--- src/rtl/mux_rr_arbiter_pkg.sv ---
// Shared types and constants for the two-requester round-robin arbiter.
package mux_rr_arbiter_pkg;

  // Arbiter FSM states; encodings are fixed so other blocks can decode them.
  typedef enum logic [1:0] {
    ST_IDLE  = 2'd0,
    ST_GNT_A = 2'd1,
    ST_GNT_B = 2'd2
  } state_e;

  // Side identifiers, also used directly as the mux select value.
  localparam logic SIDE_A = 1'b0;
  localparam logic SIDE_B = 1'b1;

endpackage : mux_rr_arbiter_pkg

--- src/rtl/mux_rr_arbiter_mux2.sv ---
// 1-bit 2:1 mux cell: y = sel ? b : a.
module mux_rr_arbiter_mux2 (
  input  logic a_i,
  input  logic b_i,
  input  logic sel_i,
  output logic y_o
);

  assign y_o = sel_i ? b_i : a_i;

endmodule : mux_rr_arbiter_mux2

--- src/rtl/mux_rr_arbiter.sv ---
// Two-requester round-robin arbiter owning the shared 2:1 datapath mux.
// Grants A or B exclusively, forces a handover after MAX_HOLD held cycles
// while the other side waits, and steers the granted payload to data_out.
module mux_rr_arbiter
  import mux_rr_arbiter_pkg::*;
#(
  parameter int WIDTH    = 8,
  parameter int MAX_HOLD = 4,   // 0 disables the forced handover
  parameter int CNT_W    = 3    // 2**CNT_W must be >= MAX_HOLD
) (
  input  logic             clk,
  input  logic             rst,
  input  logic             req_a,
  input  logic             req_b,
  input  logic [WIDTH-1:0] data_a,
  input  logic [WIDTH-1:0] data_b,
  output logic             gnt_a,
  output logic             gnt_b,
  output logic             sel,
  output logic             busy,
  output logic [WIDTH-1:0] data_out
);

  // Saturation point of the hold counter; pinned at zero when unlimited.
  localparam logic [CNT_W-1:0] CNT_MAX = (MAX_HOLD == 0) ? '0 : CNT_W'(MAX_HOLD - 1);

  state_e           state_q, state_d;
  logic [CNT_W-1:0] hold_cnt_q, hold_cnt_d;
  logic             last_q, last_d;
  logic             sel_q, sel_d;
  logic             gnt_a_q, gnt_b_q;
  logic             hold_expired;

  assign hold_expired = (MAX_HOLD != 0) && (hold_cnt_q == CNT_MAX);

  // Next-state, hold counter, 'last' and select decision.
  always_comb begin
    // NOTE: every combinational output gets a default first so no path
    // through the case/if tree leaves it unassigned and infers a latch.
    state_d    = state_q;
    hold_cnt_d = hold_cnt_q;
    last_d     = last_q;
    sel_d      = sel_q;

    unique case (state_q)
      ST_IDLE: begin
        if (req_a && req_b)   state_d = (last_q == SIDE_B) ? ST_GNT_A : ST_GNT_B;
        else if (req_a)       state_d = ST_GNT_A;
        else if (req_b)       state_d = ST_GNT_B;
      end
      ST_GNT_A: begin
        if (!req_a)                    state_d = req_b ? ST_GNT_B : ST_IDLE;
        else if (req_b && hold_expired) state_d = ST_GNT_B;
      end
      ST_GNT_B: begin
        if (!req_b)                    state_d = req_a ? ST_GNT_A : ST_IDLE;
        else if (req_a && hold_expired) state_d = ST_GNT_A;
      end
      default: state_d = ST_IDLE;
    endcase

    // Counter restarts on any state change; otherwise counts up and saturates
    // so a late competitor can take over on the very next edge.
    if (state_d != state_q) begin
      hold_cnt_d = '0;
      if (state_d == ST_GNT_A) begin
        last_d = SIDE_A;
        sel_d  = SIDE_A;
      end else if (state_d == ST_GNT_B) begin
        last_d = SIDE_B;
        sel_d  = SIDE_B;
      end
    end else if (hold_cnt_q != CNT_MAX) begin
      hold_cnt_d = hold_cnt_q + CNT_W'(1);
    end
  end

  // State register with asynchronous reset; grants are registered copies of
  // the next-state decode so they never glitch on state transitions.
  always_ff @(posedge clk or posedge rst) begin
    if (rst) begin
      // NOTE: non-blocking assignments in clocked blocks keep every register
      // updating from the same pre-edge values, independent of statement order.
      state_q    <= ST_IDLE;
      hold_cnt_q <= '0;
      last_q     <= SIDE_B;   // A wins the first tie after reset
      sel_q      <= SIDE_A;
      gnt_a_q    <= 1'b0;
      gnt_b_q    <= 1'b0;
    end else begin
      state_q    <= state_d;
      hold_cnt_q <= hold_cnt_d;
      last_q     <= last_d;
      sel_q      <= sel_d;
      gnt_a_q    <= (state_d == ST_GNT_A);
      gnt_b_q    <= (state_d == ST_GNT_B);
    end
  end

  assign gnt_a = gnt_a_q;
  assign gnt_b = gnt_b_q;
  assign sel   = sel_q;
  assign busy  = gnt_a_q | gnt_b_q;

  // Shared datapath: one mux cell per bit, all steered by the registered select.
  for (genvar i = 0; i < WIDTH; i++) begin : g_mux
    mux_rr_arbiter_mux2 u_mux (
      .a_i  (data_a[i]),
      .b_i  (data_b[i]),
      .sel_i(sel_q),
      .y_o  (data_out[i])
    );
  end

endmodule : mux_rr_arbiter

--- config.mk ---
export PLATFORM = sky130hd
export DESIGN_NAME = mux_rr_arbiter
export DESIGN_NICKNAME = d
export VERILOG_FILES = /design/src/rtl/mux_rr_arbiter_pkg.sv /design/src/rtl/mux_rr_arbiter_mux2.sv /design/src/rtl/mux_rr_arbiter.sv
export SDC_FILE = /design/constraint.sdc
export NUM_CORES = 1
export LEC_CHECK = 0
export ABC_AREA = 1
export BUFFER_PORTS_ARGS = -buffer_cell sky130_fd_sc_hd__buf_2
export CAP_MARGIN = 30
export CORE_MARGIN = 8
export CORE_UTILIZATION = 35
export DETAILED_ROUTE_END_ITERATION = 7
export PLACE_DENSITY = 0.66
export SYNTH_ARGS = -nofsm -noshare
export SYNTH_HDL_FRONTEND = slang
export SYNTH_HIERARCHICAL = 1
export SYNTH_SLANG_ARGS = --single-unit
--- constraint.sdc ---
create_clock -name clk -period 2 [get_ports clk]
set_clock_uncertainty 0.05 [all_clocks]
set_input_delay 0.4 -clock clk [delete_from_list [all_inputs] [get_ports clk]]
set_output_delay 0.4 -clock clk [all_outputs]
set_load 0.1 [all_outputs]
==> flow_summary.yaml <==
drt:
  num_vias: 724
  via_per_inst: 4.61
  wl_per_cell_um: 10.8
  drt_first_pass_iters: 4
  drcViolationCount: 0
  first_iter_violations: 35
  drtAntennaViolNets: 0
  wl_um: 1690
clocking:
  cts_sinks: 9
  cts_made_buffers: 3
  clk_latency_ps: 260
  clockBufferDepth: 2
  clockRootBuffer: "clkbuf_4"
  cts_tree: "yes"
  clk_pin_slew_ps: 60
  cts_max_level: 1
grt:
  grt_usage_pct: 10.2
  grt_pass1_wl_um: 2790
  grt_max_degree: 19
  gr-total-overflow: 0
  antenna_found_initial: 0
  grt_pass1_vias: 666
setup_path:
  cp_max_fo: 3
  critPathMaxStageDelay_ps: 380
  crit_chain: "ha_1 > ha_2 > nand2_2 > nand3_1 > nand2_1 > nand3_1 > ha_1 > inv_1 > nand2_2 > nand2_1 > nand2_1"
  end_kind: "flop"
  cp_slowest_cell: "dfrtp_1"
  required_ps: 2100
  start_kind: "flop"
  crit_top_cell: "nand2_1"
  cp.arrival_ps: 1940
  critical_path_class: "reg2reg"
yosys:
  synth_area_um2: 643
  synthDistinctLibCells: 18
  syn_nets: 118
  netlist_instances: 94
  synth.avg_cell_area_um2: 6.84
  ys.warnings.count: 6
  synth-seq-area-share_pct: 35.2
  synth-seq-cells: 9
job:
  cap_violations: 0
finish:
  antenna_cells: 0
  final_nets: 157
  fillCellCount: 180
  multi_input_area_um2: 368
  drive_gt1_share_pct: 43.2
  register_area_um2: 228
  area_growth_pct: 39.7
timing:
  hold_viol_final: 0
  final-setup-viol-count: 0
  rsz0062_at_grt: "false"
  relSlewSlack_pct: 67.4
  period_needed_ps: 1840
  tightest_slew_ps: 492
  finalCritPeriodShare_pct: 92.0
  setup-tns-final_ps: 0
  fmax_mhz: 543
  slew_viol_final: 0
  whs_ps: 44.9
die:
  die-area_um2: 3470
  die-height_um: 58.9
  coreArea_um2: 1730
  io-pin-count: 32
  initial_utilization_pct: 37.2
  num_rows: 15
  die_w_um: 58.9
placed_design:
  dpl.hpwl_um: 1380
  gp_congestion: 0.892
  numPortBuffers: 31
run_status:
  outcome: "completed"
min_path:
  worstHoldPathType: "in2async"
## sequential cells by signal, summed over array words and instances (netlist names)
name and flops:
gnt_a 1, state_q 2, gnt_b 1, sel 1, hold_cnt_q 3, last_q 1
## cells in the final DEF (no fill, tap or decap), types with 2 or more instances in the layout
master,synthesis,routed
buf_2,0,31
nand2_1,36,28
inv_1,15,15
nand2_2,3,11
nor2_1,8,8
dfrtp_1,8,7
nand3_1,6,6
buf_4,0,4
nand4_1,3,3
ha_1,4,3
clkbuf_4,0,3
nand3_2,2,2
## cell families (layout without fill, tap and decap cells)
| group | Yosys count | count (layout) | synth area share, % |
|---|---|---|---|
| and+or+nand+nor | 60 | 60 | 41.2 |
| buffers and inverters | 17 | 55 | 11.1 |
| DFF | 9 | 9 | 35.2 |
| adders and majority gates | 4 | 4 | 7.78 |
| AOI/OAI and AO/OA | 2 | 2 | 1.75 |
| xor gates and xnor gates | 1 | 1 | 1.36 |
| muxes | 1 | 1 | 1.56 |
## critical path: cells and delay by family, from the launching register on
family / cells / cell delay [ps]
DFF: 1 / 380
and+or+nand+nor: 7 / 530
buffers and inverters: 1 / 90
adders and majority gates: 3 / 690
## synthesized netlist by cell type, drive strengths merged
cell type | number | area, µm²
nor2 | 9 | 36.3
xor2 | 1 | 8.76
a21oi | 1 | 5.00
nand3 | 8 | 50.1
a31oi | 1 | 6.26
dfrtp | 8 | 200
buf | 1 | 11.3
inv | 16 | 60.1
dfstp | 1 | 26.3
mux2i | 1 | 10.0
ha | 4 | 50.1
nand2 | 39 | 154
or2 | 1 | 6.26
nand4 | 3 | 18.8
## per-layer routing
metal,vias up,global-route usage (%),part of all wire (%)
li1,365,-,-
met1,317,10.1,35
met2,36,16.8,49
met3,6,6.96,14
met4,0,2.73,2.2
met5,-,0,0
## stage by stage
stage | instances | cell area (µm²) | util [%] | setup slack, ps
after global placement | 150 | 847 | 49.1 | 121
after CTS | 154 | 873 | 50.6 | 57.0
after detailed placement | 150 | 847 | 49.1 | 73.1
after global routing | 157 | 898 | 52.0 | 5.68
after floorplan | 94 | 664 | - | 77.6
final | 157 | 898 | 52.0 | 159
## cell type report
cell class / count / area share, %
multi-input cells: 68 / 40.9
clock buffers: 4 / 2.92
flip-flops and latches: 9 / 25.3
inverters: 16 / 6.69
well taps: 25 / 3.48
repair buffers: 35 / 20.6
## worst paths after layout
path / from / to / slack [ps] / depth (start not counted)
min in group clk: last_q / last_q / 430 / 2
setup / recovery: hold_cnt_q[0] / sel / 160 / 11
hold reg to reg: last_q / last_q / 430 / 2
setup reg to reg: hold_cnt_q[0] / sel / 160 / 11
max in group asynchronous: rst / last_q / 1550 / 2
hold / removal: rst / gnt_b / 40 / 2
## repair_timing
action                                  in CTS  in global routing
endpoints found under the setup margin       0                  2
gates resized for setup                      0                  1
hold buffers                                 0                  0
buffers inserted                             0                  3
Power is left out: the tool's default activity adds up to more than one toggle a clock period on the data nets, which glitch-free logic cannot reach.
